## src/rtl/regfile_pc_ras.sv

```systemverilog
// Register file with program-counter unit and circular return-address stack.
module regfile_pc_ras #(
    parameter int unsigned DATA_W     = 8,
    parameter int unsigned PC_W       = 10,
    parameter int unsigned NREG       = 16,
    parameter int unsigned RAS_DEPTH  = 4,
    parameter int unsigned START_ADDR = 0
) (
    input  logic                      clk,
    input  logic                      start_n,
    input  logic                      hold,
    input  logic [3:0]                op,
    input  logic [$clog2(NREG)-1:0]   src,
    input  logic [$clog2(NREG)-1:0]   dst,
    input  logic [3:0]                imm,
    input  logic                      load_en,
    input  logic [DATA_W-1:0]         load_data,
    input  logic                      stor_en,
    output logic [DATA_W-1:0]         stor_data,
    output logic [PC_W-1:0]           pc,
    output logic                      branch_taken,
    output logic                      ras_overflow,
    output logic                      ras_underflow
);

    localparam int unsigned IDX_W  = $clog2(NREG);
    localparam int unsigned PAGE_W = PC_W - DATA_W;
    localparam int unsigned PTR_W  = $clog2(RAS_DEPTH);
    localparam int unsigned CNT_W  = PTR_W + 1;
    localparam int unsigned Z_IDX  = NREG - 1;
    localparam int unsigned L_IDX  = NREG - 2;
    localparam logic [PC_W-1:0] LOW_MASK = {PC_W{1'b1}} >> PAGE_W;

    typedef enum logic [3:0] {
        OP_NOP   = 4'd0,
        OP_MOV   = 4'd1,
        OP_INCR  = 4'd2,
        OP_DECR  = 4'd3,
        OP_BIZR  = 4'd4,
        OP_BNZR  = 4'd5,
        OP_LITLO = 4'd6,
        OP_LITHI = 4'd7,
        OP_LJMP  = 4'd8,
        OP_CALL  = 4'd9,
        OP_RET   = 4'd10,
        OP_MOVP  = 4'd11
    } op_e;

    logic [DATA_W-1:0] regs [NREG];
    logic [PC_W-1:0]   ras_mem [RAS_DEPTH];
    logic [PTR_W-1:0]  ras_ptr;
    logic [CNT_W-1:0]  ras_cnt;

    logic [DATA_W-1:0] src_val;
    logic [DATA_W-1:0] z_val;
    logic [DATA_W-1:0] l_val;
    logic [PC_W-1:0]   pc_inc;
    logic [PC_W-1:0]   near_target;
    logic [PC_W-1:0]   far_target;

    logic              rf_we;
    logic [IDX_W-1:0]  rf_waddr;
    logic [DATA_W-1:0] rf_wdata;
    logic [PC_W-1:0]   pc_next;
    logic              push;
    logic              pop;
    logic              taken;

    assign src_val   = regs[src];
    assign z_val     = regs[Z_IDX];
    assign l_val     = regs[L_IDX];
    assign pc_inc    = pc + PC_W'(1);
    assign stor_data = stor_en ? src_val : '0;

    // Decode op into one register write, next PC and RAS push/pop.
    always_comb begin
        rf_we       = 1'b0;
        rf_waddr    = dst;
        rf_wdata    = '0;
        pc_next     = pc_inc;
        push        = 1'b0;
        pop         = 1'b0;
        taken       = 1'b0;
        near_target = (pc & ~LOW_MASK) | PC_W'(z_val);
        far_target  = ((PC_W'(imm) << DATA_W) & ~LOW_MASK) | PC_W'(z_val);

        case (op_e'(op))
            OP_MOV: begin
                rf_we    = 1'b1;
                rf_wdata = (src == dst) ? '0 : src_val;
            end
            OP_INCR: begin
                rf_we    = 1'b1;
                rf_wdata = src_val + DATA_W'(imm[2:0]) + DATA_W'(1);
            end
            OP_DECR: begin
                rf_we    = 1'b1;
                rf_wdata = src_val - (DATA_W'(imm[2:0]) + DATA_W'(1));
            end
            OP_BIZR: begin
                if (src_val == '0) begin
                    pc_next = near_target;
                    taken   = 1'b1;
                end
            end
            OP_BNZR: begin
                if (src_val != '0) begin
                    pc_next = near_target;
                    taken   = 1'b1;
                end
            end
            OP_LITLO: begin
                rf_we    = 1'b1;
                rf_waddr = IDX_W'(L_IDX);
                rf_wdata = (l_val & ~DATA_W'(4'hF)) | DATA_W'(imm);
            end
            OP_LITHI: begin
                rf_we    = 1'b1;
                rf_waddr = IDX_W'(L_IDX);
                rf_wdata = (l_val & ~(DATA_W'(4'hF) << 4)) | (DATA_W'(imm) << 4);
            end
            OP_LJMP: begin
                pc_next = far_target;
                taken   = 1'b1;
            end
            OP_CALL: begin
                push    = 1'b1;
                pc_next = far_target;
                taken   = 1'b1;
            end
            OP_RET: begin
                pop   = 1'b1;
                taken = 1'b1;
                if (ras_cnt != '0) begin
                    pc_next = ras_mem[ras_ptr - PTR_W'(1)];
                end else begin
                    pc_next = PC_W'(START_ADDR);
                end
            end
            OP_MOVP: begin
                pc_next = (pc & ~LOW_MASK) | PC_W'(src_val);
            end
            default: ;
        endcase

        // Memory load wins the register write port; PC/RAS effects remain.
        if (load_en) begin
            rf_we    = 1'b1;
            rf_waddr = dst;
            rf_wdata = load_data;
        end
    end

    // State update: registers, PC, RAS and flags, frozen while hold is high.
    always_ff @(posedge clk or negedge start_n) begin
        if (!start_n) begin
            for (int i = 0; i < NREG; i++) begin
                regs[i] <= '0;
            end
            for (int j = 0; j < RAS_DEPTH; j++) begin
                ras_mem[j] <= '0;
            end
            ras_ptr       <= '0;
            ras_cnt       <= '0;
            pc            <= PC_W'(START_ADDR);
            branch_taken  <= 1'b0;
            ras_overflow  <= 1'b0;
            ras_underflow <= 1'b0;
        end else if (hold) begin
            branch_taken <= 1'b0;
        end else begin
            if (rf_we) begin
                regs[rf_waddr] <= rf_wdata;
            end
            pc           <= pc_next;
            branch_taken <= taken;
            if (push) begin
                ras_mem[ras_ptr] <= pc_inc;
                ras_ptr          <= ras_ptr + PTR_W'(1);
                if (ras_cnt == CNT_W'(RAS_DEPTH)) begin
                    ras_overflow <= 1'b1;
                end else begin
                    ras_cnt <= ras_cnt + CNT_W'(1);
                end
            end
            if (pop) begin
                if (ras_cnt != '0) begin
                    ras_ptr <= ras_ptr - PTR_W'(1);
                    ras_cnt <= ras_cnt - CNT_W'(1);
                end else begin
                    ras_underflow <= 1'b1;
                end
            end
        end
    end

endmodule

```

## config.mk

```make
export PLATFORM = sky130hd
export DESIGN_NAME = regfile_pc_ras
export DESIGN_NICKNAME = d
export VERILOG_FILES = /design/src/rtl/regfile_pc_ras.sv
export SDC_FILE = /design/constraint.sdc
export NUM_CORES = 1
export LEC_CHECK = 0
export ABC_AREA = 1
export CORE_ASPECT_RATIO = 1.2
export CORE_MARGIN = 4
export CORE_UTILIZATION = 64
export DETAILED_ROUTE_END_ITERATION = 6
export DONT_BUFFER_PORTS = 1
export PLACE_DENSITY = 0.9
export REMOVE_ABC_BUFFERS = 1
export SYNTH_ARGS = -nofsm -noshare
export SYNTH_HDL_FRONTEND = slang
export SYNTH_SLANG_ARGS = --single-unit
```

## constraint.sdc

```tcl
create_clock -name clk -period 3.5 [get_ports clk]
set_clock_uncertainty 0.1 [all_clocks]
set_input_delay 0.525 -clock clk [delete_from_list [all_inputs] [get_ports clk]]
set_output_delay 0.525 -clock clk [all_outputs]
set_load 0.02 [all_outputs]
```

==> run_results.csv, run 1 <==
group,metric,value,unit
worst_setup_path,reg2reg_to,"regs[116]",
route,met2_length,13.4,mm
die,io_pins,50,
route,wl_met1,10.6,mm
clock_tree,clock_sink_count,186,
power_and_ir_drop,ir_worst_vdd,0.338,mV
global_routing,grt_pass1_vias,9569,
worst_setup_path,cpMaxStageDelayCell,"nand2_1",
worst_setup_path,reg2reg_slack,0.42,ns
yosys,netlist_instances,1454,
die,core-area,16300,um2
timing,rsz0062_at_grt,"no",
power_and_ir_drop,leakage,0.00556,uW
finish,nets,1485,
global_routing,grt_max_degree,187,
yosys,ys_top_cells_by_area,"dfrtp_1 (44%), nand2_1 (15%), inv_1 (6.5%), nand3_1 (5.2%), nor2_1 (4.7%)",
die,std_cell_rows,51,
clock_tree,cts_root_buffer,"clkbuf_16",
yosys,synth_warnings,0,
clock_tree,insertion_delay,0.44,ns
clock_tree,path_clk_slew,0.07,ns
run,cap_violations,0,
finish,n_antenna_cell,0,
yosys,synthArstFlopShare,100,%
timing,finalSetupTns,0,ns
worst_setup_path,crit_chain,"inv_2 > buf_4 > o211ai_1 > nand3_1 > nand3_1 > nand2_2 > ha_1 > inv_1 > nor2_1 > nor2_1 > nand3_1 > nor2_1 > nand2_1 > nand3_1 > nand3_1 > nand2_1 > nand2_1 > nand2_1 > o21ai_1",
yosys,syn_avg_cell_area,7.30,um2
worst_setup_path,crit_arrival,3.32,ns
yosys,synth_top_area_share,43.9,%
placement,place_congestion,0.931,
status,violations,"design-rule violations, negative hold slack",
route,dr_wl_met3,2.66,mm
die,die_x,126,um
worst_setup_path,worstSetupPathType,"in -> reg",
yosys,synth-seq-cells,186,
worst_setup_path,worst_setup_path_start_kind,"input port",
placement,hpwl,19.3,mm
timing,slew_headroom,49.6,%
finish,final_util,69.6,%
timing,fin_crit,3.10,ns
worst_setup_path,timing.rr.start,"regs[120]",
route,top_layer,"met4",
hold_path,hold_path_class,"in -> async",
worst_setup_path,crit_fanout,30,
clock_tree,cts-htree-levels,4,
timing,fmax,323,MHz
clock_tree,cts_tree,"yes",
finish,fillCellCount,1274,
route,via_per_inst,5.88,
timing,fin_crit_sh,88.5,%
finish,finalNonFillerCells,1665,
timing,tightest_slew,0.755,ns
worst_setup_path,end_kind,"register",
worst_setup_path,critPathMaxStageDelay,0.31,ns
yosys,synthTopCellsByCount,"nand2_1 (418), dfrtp_1 (186), inv_1 (183), nor2_1 (134), nand3_1 (111)",
route,drt_pre_antenna_iters,7,
worst_setup_path,critPathRequiredTime,3.72,ns
die,die_h,149,um
yosys,yosysTopAreaCell,"dfrtp_1",
worst_setup_path,critical_path.most_common_cell,"nand3_1",
yosys,synth.distinct_cells,42,
timing,report.final.slew_viol_count,0,
route,drt-initial-drc-count,1277,
finish,syn_to_final_growth,6.67,%
clock_tree,clockBufferDepth,2,
placement,dp_cells,1633,
route,drt-total-wl,28.1,mm
timing,hold_violations,186,
yosys,syn_area,10600,um2
finish,final_layout_size_suffix_gt1_share,8.53,%
worst_setup_path,crit_family,"simple AND/OR/NAND/NOR gates",
route,num_vias,9789,
placement,port_buffers,0,
worst_setup_path,cp_num_buf_inv,3,
die,die_area,18700,um2
route,routedWlPerCell,16.9,um
placement,place_area,10700,um2
global_routing,grt_overflow,0,
yosys,synth-edff-count,0,
route,route.detailed.drc,2,
global_routing,antenna_found_initial,0,
global_routing,grt_pass1_wl,46.0,mm
finish,fin_area,11300,um2
clock_tree,numCtsBuffers,17,
yosys,ys.flop_type,"dfrtp_1",
yosys,yosysSeqAreaShare,43.9,%
timing,timing.hold.ws,-0.323,ns
worst_setup_path,reg2reg_depth,20,
route,ant_nets,0,
timing,setup-violations-final,0,
status,status,"finished, violations left",
global_routing,track_usage,30.7,%
die,start_util,65.2,%
yosys,synth.most_common_cell,"nand2_1",
power_and_ir_drop,power.density,625,nW/um2
-- power breakdown --
group | total, uW | leakage [uW] | switching, uW | internal [uW]
combinational | 1920 | 0.00297 | 1250 | 672
sequential | 3120 | 0.00229 | 349 | 2770
clock | 2030 | 0.000303 | 858 | 1170
-- metrics by stage --
stage	total power [uW]	setup slack (ns)	hold slack [ns]
CTS	7050	0.453	-0.327
floorplan	4470	0.299	0.129
detailed placement	5000	0.0563	0.135
finish	7080	0.402	-0.323
global route	7500	0.114	-0.334
global placement	4900	0.121	0.137
-- flip-flops by register name, summed over array words and instances, names as in the netlist --
register	count
ras_cnt	3
l_val	8
ras_ptr	2
pc	10
regs	112
z_val	8
branch_taken	1
ras_underflow	1
ras_overflow	1
ras_mem	40
-- cell usage in the layout, fill, tap and decap left out, types with 2 or more instances in the layout --
cell type | netlist | routed
a21oi_1 | 54 | 54
ha_1 | 14 | 14
inv_1 | 183 | 183
dfrtp_1 | 186 | 186
bufinv_16 | 0 | 3
nand4_1 | 2 | 2
inv_2 | 6 | 6
xor2_1 | 8 | 8
a31oi_1 | 15 | 15
nand2_2 | 26 | 26
o21ai_1 | 59 | 59
nand3_1 | 111 | 111
clkinv_4 | 0 | 2
clkbuf_16 | 0 | 17
o21ai_0 | 98 | 98
nor3_1 | 5 | 5
nand3_2 | 2 | 2
or2_2 | 2 | 2
o21ai_4 | 3 | 3
nor2_1 | 134 | 134
o211ai_1 | 17 | 17
a311oi_1 | 5 | 5
nand2_1 | 418 | 418
inv_6 | 1 | 4
nor2_2 | 8 | 8
buf_4 | 6 | 33
o22ai_1 | 11 | 11
fa_1 | 2 | 2
mux2_2 | 7 | 7
clkinv_2 | 0 | 2
clkbuf_8 | 0 | 2
-- worst max-delay path by stage --
stage | start | end | depth (start not counted)
after floorplan | src[1] | regs[100] | 18
after global placement | src[1] | z_val[5] | 19
after detailed placement | src[1] | l_val[4] | 19
after CTS | regs[120] | l_val[4] | 20
after global routing | z_val[0] | regs[126] | 21
final | src[1] | regs[93] | 19
-- layer usage --
layer	GRT usage, %	vias up
met5	0	-
met4	17.1	0
met3	8.45	120
met2	49.8	515
met1	37.1	4566
li1	-	4588
-- worst reg2reg max path: cells and delay by family (launching register included) --
kind / cells / cell delay (ns)
AOI/OAI and AO/OA: 2 / 0.32
adders and majority gates: 2 / 0.60
buffers and inverters: 3 / 0.31
DFF: 1 / 0.33
and+or+nand+nor: 13 / 1.35
-- logic make-up (layout without fill, tap and decap cells) --
family | after synthesis | count (layout) | synth area share, %
compound gates | 269 | 269 | 14.2
mux | 8 | 8 | 0.872
xor+xnor | 8 | 8 | 0.660
simple gates | 710 | 710 | 27.6
fa+ha+maj | 16 | 16 | 2.03
flops | 186 | 186 | 43.9
buf+inv | 257 | 256 | 10.8
-- area by class of cell --
type / count / area (um2) / area share (%)
multi-input combinational: 1011 / 4810 / 42.5
clock inverter: 12 / 163 / 1.44
timing repair buffer: 33 / 248 / 2.19
inverter: 191 / 722 / 6.38
clock buffer: 20 / 457 / 4.03
sequential: 186 / 4650 / 41.1
tap: 212 / 265 / 2.34
-- what timing repair did --
action	CTS	global route
buffers inserted	0	0
hold endpoints to repair	186	186
gates resized for setup	0	0
setup endpoints to repair	0	0
Note: power is estimated with default switching activity, not from simulation.
==> run 2, diff against run 1 <==
--- a/config.mk
+++ b/config.mk
@@ -6,12 +6,15 @@
 export NUM_CORES = 1
 export LEC_CHECK = 0
 export ABC_AREA = 1
+export CELL_PAD_IN_SITES_DETAIL_PLACEMENT = 0
+export CELL_PAD_IN_SITES_GLOBAL_PLACEMENT = 2
 export CORE_ASPECT_RATIO = 1.2
 export CORE_MARGIN = 4
-export CORE_UTILIZATION = 64
+export CORE_UTILIZATION = 33
 export DETAILED_ROUTE_END_ITERATION = 6
 export DONT_BUFFER_PORTS = 1
-export PLACE_DENSITY = 0.9
+export PLACE_DENSITY = 0.82
+export RECOVER_POWER = 50
 export REMOVE_ABC_BUFFERS = 1
 export SYNTH_ARGS = -nofsm -noshare
 export SYNTH_HDL_FRONTEND = slang
==> run_results.csv, run 2 (synthesis gave the netlist of run 1 again) <==
group,metric,value,unit
route,via_per_inst,4.98,
power_and_ir_drop,p_int,4410,uW
die,core-area,31500,um2
clock_tree,cts_root_buffer,"clkbuf_16",
finish,largest_reg_flops,112,
timing,fin_crit_sh,88.7,%
global_routing,grt_pass1_wl,53.1,mm
worst_setup_path,worst_setup_path_start_kind,"register",
die,io_pins,50,
route,route.detailed.drc,0,
global_routing,grt_max_degree,187,
placement,place_ws,0.0908,ns
worst_setup_path,crit_fanout,7,
power_and_ir_drop,swShare,35.7,%
timing,fmax,322,MHz
die,start_util,33.7,%
power_and_ir_drop,p_comb_share,28.2,%
finish,syn_to_final_growth,9.29,%
run,cap_violations,0,
global_routing,antenna_found_initial,1,
placement,hpwl,23.5,mm
timing,worst_slack,0.395,ns
status,violations,"negative hold slack",
clock_tree,insertion_delay,0.44,ns
finish,mostFrequentLayoutCells,"nand2_1 (418), dfrtp_1 (186), inv_1 (184)",
route,drt-initial-drc-count,653,
clock_tree,post_cts_resized,0,
power_and_ir_drop,p_sw,2450,uW
power_and_ir_drop,clock_power_share,26.4,%
status,status,"finished, violations left",
timing,finalSetupTns,0,ns
route,ant_nets,0,
clock_tree,cts_tree,"yes",
timing,rsz0062_at_grt,"no",
power_and_ir_drop,ir_worst_vdd,0.218,mV
route,routedWlPerCell,17.8,um
clock_tree,cts-htree-levels,4,
die,die_area,35100,um2
clock_tree,post_cts_buffers,0,
timing,fin_crit,3.10,ns
route,drt-total-wl,33.2,mm
placement,port_buffers,0,
worst_setup_path,crit_arrival,3.37,ns
timing,hold_violations,186,
timing,report.final.slew_viol_count,0,
die,die_h,204,um
die,die_x,172,um
power_and_ir_drop,finalPower,6870,uW
worst_setup_path,reg2reg_slack,0.40,ns
clock_tree,clock_sink_count,186,
global_routing,grt_overflow,0,
clock_tree,clockBufferDepth,2,
hold_path,hold_path_class,"in -> async",
worst_setup_path,worstSetupPathType,"reg -> reg",
timing,tightest_slew,0.612,ns
global_routing,track_usage,19.4,%
timing,setup-violations-final,0,
finish,top_register,"regs",
global_routing,grt_pass1_vias,9361,
route,num_vias,9301,
power_and_ir_drop,power.density,592,nW/um2
finish,reg_top3,"regs x112, ras_mem x40, pc x10",
timing,timing.hold.ws,-0.311,ns
worst_setup_path,critPathRequiredTime,3.76,ns
power_and_ir_drop,pwr-share-seq,45.3,%
finish,nets,1499,
worst_setup_path,end_kind,"register",
clock_tree,path_clk_slew,0.08,ns
placement,place_congestion,0.890,
clock_tree,numCtsBuffers,17,
power_and_ir_drop,leakage,0.00558,uW
route,drt_pre_antenna_iters,5,
timing,slew_headroom,59.0,%
finish,final_layout_size_suffix_gt1_share,9.08,%
finish,mostFrequentLayoutCell,"nand2_1",
die,std_cell_rows,71,
==> run 2: cell count changes in the layout (fill, tap and decap cells not counted), moves of 2 or more <==
cell | previous run | this run
buf_12 | 0 | 2
buf_4 | 33 | 45
bufinv_16 | 3 | 0
clkbuf_1 | 1 | 3
==> run 2: stage by stage <==
| step | hold slack (ns) | area (um2) | util, % | std cells |
|---|---|---|---|---|
| detailed placement | 0.140 | 11100 | 35.1 | 1836 |
| finish | -0.311 | 11600 | 36.8 | 1867 |
| global route | -0.338 | 11600 | 36.8 | 1867 |
| floorplan | 0.129 | 10200 | - | 1388 |
| CTS | -0.332 | 11600 | 36.8 | 1866 |
| global placement | 0.147 | 11100 | 35.1 | 1836 |
==> run 2: critical path, cell delays in order, from the launching register on <==
cell      delay (ns)
dfrtp_1         0.33
inv_1           0.05
nand2_1         0.06
o211ai_1        0.12
nand3_1         0.11
nand3_1         0.12
nand2_2         0.14
inv_2           0.09
ha_1            0.22
fa_1            0.38
or2_2           0.30
nand2_1         0.09
nand2_1         0.08
nand2_1         0.08
nand2_1         0.05
o211ai_1        0.18
nand2_1         0.13
nand2_1         0.11
buf_4           0.15
nand2_1         0.05
o21ai_1         0.09
==> run 2: power by group through the flow <==
stage / Clock [uW] / Sequential [uW] / Combinational [uW]
2_1_floorplan: 0 / 3090 / 1370
3_3_place_gp: 0 / 3140 / 1920
3_5_place_dp: 0 / 3150 / 1930
4_1_cts: 1870 / 3120 / 1940
5_1_grt: 1950 / 3200 / 2230
6_report: 1820 / 3110 / 1940
==> run 2: layout make-up <==
class | count | area [um2]
diodes | 1 | 2.50
repair buffers | 47 | 378
clock buffers | 22 | 464
inverters | 191 | 722
clock inverters | 8 | 63.8
fillers | 3383 | 19900
well taps | 401 | 502
multi-input cells | 1011 | 4810
flip-flops and latches | 186 | 4650
==> run 2: worst paths after layout <==
| check | start | endpoint | cells after the start |
|---|---|---|---|
| hold reg to reg | regs[55] | regs[55] | 2 |
| min in group clk | hold | pc[6] | 2 |
| setup reg to reg | regs[96] | regs[100] | 20 |
| setup / recovery | regs[96] | regs[100] | 20 |
| max in group asynchronous | start_n | regs[30] | 0 |
| hold / removal | start_n | pc[6] | 0 |
==> run 2: layer usage <==
| metal | up-vias | track usage, % | share of wire [%] |
|---|---|---|---|
| met5 | - | 0 | 0 |
| met4 | 0 | 4.98 | 1.5 |
| met3 | 27 | 2.96 | 3.9 |
| met2 | 202 | 32.5 | 48 |
| met1 | 4440 | 26.3 | 46 |
| li1 | 4632 | - | - |
